File: config.mk
export PLATFORM = sky130hd
export DESIGN_NAME = hex_digit_formatter
export DESIGN_NICKNAME = d
export VERILOG_FILES = /design/src/rtl/hex_digit_formatter_pkg.sv /design/src/rtl/hex_digit_formatter_bcd_add3.sv /design/src/rtl/hex_digit_formatter.sv
export SDC_FILE = /design/constraint.sdc
export NUM_CORES = 1
export LEC_CHECK = 0
export CORE_AREA = 2 2 98 100
export CTS_CLUSTER_DIAMETER = 150
export DETAILED_ROUTE_END_ITERATION = 8
export DIE_AREA = 0 0 100 102
export PLACE_DENSITY = 0.66
export SYNTH_ARGS = -nofsm -noshare
export SYNTH_HDL_FRONTEND = slang
export SYNTH_SLANG_ARGS = --single-unit
File: constraint.sdc
create_clock -name clk -period 3.8 [get_ports clk]
set_clock_uncertainty 0.1 [all_clocks]
set_input_delay 0.76 -clock clk [delete_from_list [all_inputs] [get_ports clk]]
set_output_delay 0.76 -clock clk [all_outputs]
set_load 0.02 [all_outputs]
File: src/rtl/hex_digit_formatter_pkg.sv
// rtl/hex_digit_formatter_pkg.sv - shared constants and state encoding for hex_digit_formatter
package hex_digit_formatter_pkg;

  typedef enum logic [1:0] {
    ST_IDLE   = 2'd0,
    ST_CONV   = 2'd1,
    ST_COMMIT = 2'd2
  } state_t;

  localparam int          HEXFMT_DIGITS     = 6;
  localparam int          HEXFMT_WIDTH      = 20;
  localparam int          HEXFMT_MAX_DEC    = 999999;
  localparam logic [3:0]  HEXFMT_OVF_NIBBLE = 4'hE;

endpackage

File: src/rtl/hex_digit_formatter_bcd_add3.sv
// rtl/hex_digit_formatter_bcd_add3.sv - double-dabble correction cell: nibble >= 5 gets +3
//   nibble   : BCD digit before the shift
//   adjusted : digit corrected so the following left shift carries correctly
module bcd_add3 (
  input  logic [3:0] nibble,
  output logic [3:0] adjusted
);

  assign adjusted = (nibble >= 4'd5) ? nibble + 4'd3 : nibble;

endmodule

File: src/rtl/hex_digit_formatter.sv
// rtl/hex_digit_formatter.sv - binary to six display digits, decimal (double-dabble) or hex
//   clk, reset_n          : clock, synchronous active-low reset
//   in_valid / in_ready   : request handshake, ready only in IDLE
//   in_value, in_hex,
//   in_blank_en           : request payload, captured on the accept edge
//   digits_out            : digit i on [4i+3:4i], registered at commit
//   blank_out             : leading-zero blank mask, registered at commit
//   overflow              : last decimal value was above 999999
//   out_valid             : one-cycle pulse after each commit
module hex_digit_formatter
  import hex_digit_formatter_pkg::*;
#(
  parameter int DIGITS = HEXFMT_DIGITS,
  parameter int WIDTH  = HEXFMT_WIDTH
) (
  input  logic                  clk,
  input  logic                  reset_n,
  input  logic                  in_valid,
  output logic                  in_ready,
  input  logic [WIDTH-1:0]      in_value,
  input  logic                  in_hex,
  input  logic                  in_blank_en,
  output logic [4*DIGITS-1:0]   digits_out,
  output logic [DIGITS-1:0]     blank_out,
  output logic                  overflow,
  output logic                  out_valid
);

  localparam int                BCD_W     = 4 * DIGITS;
  localparam int                ITER_W    = $clog2(WIDTH);
  localparam logic [WIDTH-1:0]  MAX_DEC   = WIDTH'(HEXFMT_MAX_DEC);
  localparam logic [ITER_W-1:0] LAST_ITER = ITER_W'(WIDTH - 1);

  state_t                   state;
  state_t                   state_next;
  logic [ITER_W-1:0]        iter;
  logic [WIDTH-1:0]         bin_q;
  logic [BCD_W-1:0]         bcd_q;
  logic [BCD_W-1:0]         bcd_adj;
  logic [BCD_W+WIDTH-1:0]   shifted;
  logic [BCD_W-1:0]         pre_digits;
  logic [DIGITS-1:0]        pre_blank;
  logic                     upper_zero;
  logic                     hex_q;
  logic                     blank_en_q;
  logic                     ovf_q;
  logic                     accept;
  logic                     in_range;

  assign accept   = in_valid && in_ready;
  assign in_range = (in_value <= MAX_DEC);

  for (genvar g = 0; g < DIGITS; g++) begin : g_add3
    bcd_add3 u_add3 (
      .nibble   (bcd_q[4*g +: 4]),
      .adjusted (bcd_adj[4*g +: 4])
    );
  end

  // One double-dabble step: corrected BCD and remaining binary shift left as one register.
  assign shifted = {bcd_adj[BCD_W-2:0], bin_q, 1'b0};

  always_ff @(posedge clk) begin
    if (!reset_n) begin
      state <= ST_IDLE;
    end else begin
      state <= state_next;
    end
  end

  always_comb begin
    state_next = state;
    case (state)
      ST_IDLE: begin
        if (accept) begin
          state_next = (in_hex || !in_range) ? ST_COMMIT : ST_CONV;
        end
      end
      ST_CONV: begin
        if (iter == LAST_ITER) begin
          state_next = ST_COMMIT;
        end
      end
      ST_COMMIT: state_next = ST_IDLE;
      default:   state_next = ST_IDLE;
    endcase
  end

  always_comb begin
    in_ready = (state == ST_IDLE);
  end

  // Digits that the next commit will publish.
  always_comb begin
    pre_digits = bcd_q;
    if (ovf_q) begin
      pre_digits = {DIGITS{HEXFMT_OVF_NIBBLE}};
    end else if (hex_q) begin
      pre_digits = BCD_W'(bin_q);
    end
  end

  // Walk down from the top digit; a digit blanks while every digit above it is zero too.
  // Digit 0 always stays lit so a zero value still shows "0".
  always_comb begin
    pre_blank  = '0;
    upper_zero = blank_en_q;
    for (int i = DIGITS - 1; i >= 1; i--) begin
      upper_zero   = upper_zero && (pre_digits[4*i +: 4] == 4'd0);
      pre_blank[i] = upper_zero;
    end
  end

  always_ff @(posedge clk) begin
    if (!reset_n) begin
      iter       <= '0;
      bin_q      <= '0;
      bcd_q      <= '0;
      hex_q      <= 1'b0;
      blank_en_q <= 1'b0;
      ovf_q      <= 1'b0;
      digits_out <= '0;
      blank_out  <= '0;
      overflow   <= 1'b0;
      out_valid  <= 1'b0;
    end else begin
      out_valid <= 1'b0;
      case (state)
        ST_IDLE: begin
          if (accept) begin
            bin_q      <= in_value;
            bcd_q      <= '0;
            iter       <= '0;
            hex_q      <= in_hex;
            blank_en_q <= in_blank_en;
            ovf_q      <= !in_hex && !in_range;
          end
        end
        ST_CONV: begin
          bcd_q <= shifted[BCD_W+WIDTH-1:WIDTH];
          bin_q <= shifted[WIDTH-1:0];
          iter  <= (iter == LAST_ITER) ? '0 : iter + 1'b1;
        end
        ST_COMMIT: begin
          digits_out <= pre_digits;
          blank_out  <= pre_blank;
          overflow   <= ovf_q;
          out_valid  <= 1'b1;
        end
        default: begin
        end
      endcase
    end
  end

endmodule

==> metrics.txt, run 1 <==
gp weighted congestion 0.8171; Cells after Synth 487; routed vias 3642; Warnings, synthesis 0; max_slew headroom 0.4252; worst hold path class register to register; WS Path Type register to output port; Clock Tree Buf Depth 2; largest net degree at the start of global routing 55; crit-path max FO 8; CTS clock-pin slew for the worst setup and hold paths 0.09 ns; largest family of logic cells by synthesized area compound AO/OA/AOI/OAI gates; count leader, synth dfxtp_1; Yosys reg bits 85; final setup margin 1.136 ns; FMAX 375.4 MHz; Final setup viols 0; clk_lat worst skew 0.36 ns; worst hold start digits_out[8]; clk sinks 85; Leak 1.736 nW; Nets 567; hold_buf cts 0; Root Driver clkbuf_8; core area 9109 um2; top cell type's share of synthesized area 0.4229; routed vias/inst 5.647; IO Pins 58; DIE AREA 10200 um2; async set-or-reset flop fraction in the synthesized netlist 0; fin crit share 0.7011; Fillers 874; EDFF count, synth 0; Startpoint Class register; syn nets 525; H-tree depth 3; Reg2Reg Depth 6; cts bufs inserted 9; port bufs 56; Post-Synth XOR/XNOR Area 0.02177; post-CTS sizing 0; Max Slew Vio Count 0; adder and majority gate portion of the synthesized area 0.04042; share of cells above drive strength 1 0.06180; Hold Path Stages 2; RR Endpoint blank_out[2]; CP required 2.94 ns; setup tns final 0 ns; Antenna Nets Post-Route 0; r2r startpoint hex_q; antenna fix cells 0; worst-margin pin slew 0.8622 ns; Die H 102 um; drt pass-1 iters 4; Mapped Area 4024 um2; Synth cell types 45; crit path time final 2.664 ns; Cell Rows 35; synth top area cells dfxtp_1, a21oi_1, nand2_1; CP arrival 1.80 ns; vias in the first global route 3403; Die W 100 um; power per standard cell area 419.9 nW/um2; Final Hold Viols 0; TritonCTS clock tree built; mux cell area share after synthesis 0.05597; Final Power 0.002060 W; total gr overflow 0; WHS Endpoint digits_out[8]; Starting Density 0.4418; initial drt markers 157; Synth Area in Compound Gates 0.2208; wire length per cell 15.81 um; max_cap viols 0; outcome finished, final reports clean; Commonest cells post-synth dfxtp_1, nand2_1, nor2_1; multi-input combinational cell area 2133 um2; area grow syn2layout 21.92%; Total GRT Usage 0.2093; Register Area 1702 um2; final wirelength 10200 um; syn avg cell area 8.263 um2; flop2flop setup slack 1.26 ns; sequential fraction of the synthesis area 0.4229; DRC 0; crit path capture type output port; Setup WS pre-CTS 0.9800 ns; Setup Fix Bufs, Post-CTS 0; first-pass GRT wire length 16790 um; Synth Flop Type dfxtp_1; leading area contributor after synthesis dfxtp_1; DP HPWL 6950 um; Simple-Gate Fraction of Synth Area 0.1878; initial antenna violation count 0; worst IR drop on VDD 0.2237 mV; RSZ-0062 raised after global routing no
## area by class of cell
cell class / count / share of cell area
well taps: 111 / 0.02831
flip-flops and latches: 85 / 0.3468
inverters: 15 / 0.01148
repair buffers: 66 / 0.1296
multi-input cells: 352 / 0.4348
clock buffers: 12 / 0.02958
clock inverters: 4 / 0.01938
## worst max path at each step
stage	startpoint	slack [ns]	end	cells after the start
4_1_cts	state[1]	1.15	in_ready	2
2_1_floorplan	hex_q	1.81	blank_out[1]	6
5_1_grt	state[1]	1.02	in_ready	2
3_3_place_gp	in_valid	1.02	bcd_q[7]	7
3_5_place_dp	in_valid	0.98	bcd_q[11]	7
6_report	state[1]	1.14	in_ready	2
## metrics by stage
stage          instance area [um2]  hold slack, ns  cells  utilization
6_report                      4906          0.3617    645       0.5386
5_1_grt                       4906          0.3906    645       0.5386
4_1_cts                       4906          0.3652    645       0.5386
3_5_place_dp                  4666          0.3531    629       0.5122
3_3_place_gp                  4666          0.3420    629       0.5122
2_1_floorplan                 4024          0.3499    487            -
## critical path, cell delays in order, from the launching register on
cell and delay [ns]:
dfxtp_1 0.38, nor2_1 0.38, clkdlybuf4s50_1 0.69
## flip-flops by register name, summed over array words and instances (netlist names)
register,cells
iter,5
blank_out,5
ovf_q,1
blank_en_q,1
overflow,1
state,2
hex_q,1
bcd_q,24
bin_q,20
out_valid,1
digits_out,24
## routing by layer
| metal | global-route usage | up-vias | share of wire |
|---|---|---|---|
| li1 | - | 1815 | - |
| met1 | 0.2749 | 1720 | 0.45 |
| met4 | 0.05269 | 0 | 0.017 |
| met2 | 0.3503 | 94 | 0.48 |
| met5 | 0 | - | 0 |
| met3 | 0.04925 | 13 | 0.052 |
## logic make-up (layout without fill, tap and decap cells)
group,count (synthesis),in the layout
adders and majority gates,13,13
DFF,85,85
other,1,1
xor gates and xnor gates,10,10
AOI/OAI and AO/OA,139,139
buffers and inverters,50,97
muxes,22,22
and+or+nand+nor,167,167
## power breakdown
group | switching (W) | total (W) | internal (W)
combinational | 0.000176 | 0.000298 | 0.000122
sequential | 0.0000440 | 0.000981 | 0.000937
clock | 0.000326 | 0.000781 | 0.000455
total | 0.000546 | 0.00206 | 0.00151
## layout by cell type (no fill, tap or decap), types with 5 or more instances in the layout
master,Yosys,final
clkdlybuf4s50_1,0,56
nor2_1,59,58
a32oi_1,6,6
inv_1,15,14
a22oi_1,14,14
or4_1,6,6
nand2_1,59,59
clkbuf_8,0,10
nand3_1,8,8
a21oi_1,47,47
buf_4,1,10
nor3_1,9,9
xnor2_1,6,6
dfxtp_1,85,85
o21ai_0,32,32
mux2i_1,18,18
a311oi_1,19,19
ha_1,13,13
o31ai_1,5,5
nand2b_1,10,10
No activity file was read; power rests on OpenSTA's default activity.
==> run 2: changes to the inputs <==
PLACE_DENSITY = 0.68   (was 0.66)
clock period = 2.3 ns   (was 3.8 ns; I/O delays follow)
==> run 2 against run 1 <==
Setup slack worse by 1.0 ns. Clock power is 29% higher. Combinational power is 80% higher. Global-route usage is 0.39 points higher. Critical path depth is 4 higher. Non-clock buffer count is 12 higher. Utilization is 0.92 points higher.
==> metrics.txt, run 2 (synthesis gave the netlist of run 1 again) <==
Antenna Nets Post-Route 0; Total GRT Usage 0.2132; share of cells above drive strength 1 0.08974; TritonCTS clock tree built; crit path time final 2.184 ns; max_cap viols 0; worst IR drop on VDD 0.2693 mV; hold_buf cts 0; flop2flop setup slack 0.12 ns; Cells after DPL 641; clk sinks 85; wire length per cell 16.00 um; routed vias/inst 5.609; first-pass GRT wire length 17170 um; Max Slew Vio Count 0; DIE AREA 10200 um2; setup tns final 0 ns; Worst path slowest cell or4_1; worst path cell trace buf_4, or4_4, o22ai_2, o2111ai_2, or4_1, a21oi_1; post-CTS sizing 0; Cell Rows 35; biggest regs bcd_q (24), digits_out (24), bin_q (20); WS Path Type register to register; cts bufs inserted 9; r2r startpoint hex_q; total gr overflow 0; CP delay by family, top simple AND/OR/NAND/NOR gates; FMAX 457.9 MHz; largest net degree at the start of global routing 66; CP arrival 2.38 ns; Hold Path Stages 2; Die H 102 um; initial drt markers 187; Root Driver clkbuf_8; most frequent cells in the layout dfxtp_1, nand2_1, nor2_1, clkdlybuf4s50_1, a21oi_1; WHS Endpoint digits_out[8]; fin crit share 0.9495; final wirelength 10520 um; Starting Density 0.4418; H-tree depth 3; Leak 1.776 nW; Startpoint Class register; CP peak stage delay 0.54 ns; port bufs 56; gp weighted congestion 0.8692; Setup Fix Bufs, Post-CTS 0; final setup margin 0.1163 ns; Buffers & Inverters on Critical Path 1; clk_lat worst skew 0.36 ns; RR Endpoint blank_out[3]; initial antenna violation count 0; commonest non-fill, non-tap cell in the layout dfxtp_1; Reg2Reg Depth 6; Setup WS pre-CTS 0.1251 ns; CP required 2.50 ns; Nets 579; drt pass-1 iters 4; area grow syn2layout 24.01%; outcome finished, final reports clean; worst hold start digits_out[8]; Non-Filler Instances 657; antenna fix cells 0; Die W 100 um; Final setup viols 0; crit path capture type register; DP HPWL 7225 um; vias in the first global route 3453; IO Pins 58; routed vias 3685; crit-path max FO 9; worst hold path class register to register; power per standard cell area 634.3 nW/um2; CTS clock-pin slew for the worst setup and hold paths 0.09 ns; CP Depth 6; Final Hold Viols 0; DRC 0; core area 9109 um2; RSZ-0062 raised after global routing no; Clock Tree Buf Depth 2
## run 2: area by class of cell
class / instances / area (um2)
inverter: 15 / 56.30
timing repair buffer: 78 / 763.2
tap: 111 / 138.9
clock inverter: 5 / 35.03
sequential: 85 / 1702
multi-input combinational: 352 / 2143
fill: 875 / 4119
clock buffer: 11 / 151.4
## run 2: worst max path at each step
| stage | from | to | slack [ns] |
|---|---|---|---|
| CTS | hex_q | blank_out[2] | 0.09 |
| detailed placement | hex_q | blank_out[2] | 0.13 |
| floorplan | hex_q | blank_out[1] | 0.31 |
| finish | hex_q | blank_out[3] | 0.12 |
| global placement | hex_q | blank_out[1] | 0.21 |
| global route | hex_q | blank_out[1] | 0.02 |
## run 2: where the power goes
part	total [W]	internal [W]	switching, W	leakage, nW
clock network	0.00101	0.000449	0.000562	0.0836
logic	0.000536	0.000233	0.000303	1.00
registers	0.00162	0.00155	0.0000696	0.692
## run 2: metal layers
layer / up-vias / wire length, um / GRT usage
met5: - / 0 / 0
met4: 0 / 172 / 0.07692
met3: 14 / 525 / 0.03146
met2: 107 / 4964 / 0.3560
met1: 1730 / 4852 / 0.2830
li1: 1834 / - / -
## run 2: worst min-delay path, cell delays in order (launching register included)
cell     delay [ns]
dfxtp_1        0.32
nand2_1        0.05
a21oi_1        0.05
## run 2: per-stage QoR
step	hold slack (ns)	util	instance area (um2)	power (W)
floorplan	0.3499	-	4024	0.001940
global placement	0.3419	0.5262	4793	0.002178
detailed placement	0.3465	0.5262	4793	0.002187
CTS	0.3590	0.5467	4980	0.003177
global route	0.3762	0.5478	4990	0.003302
finish	0.3576	0.5478	4990	0.003165
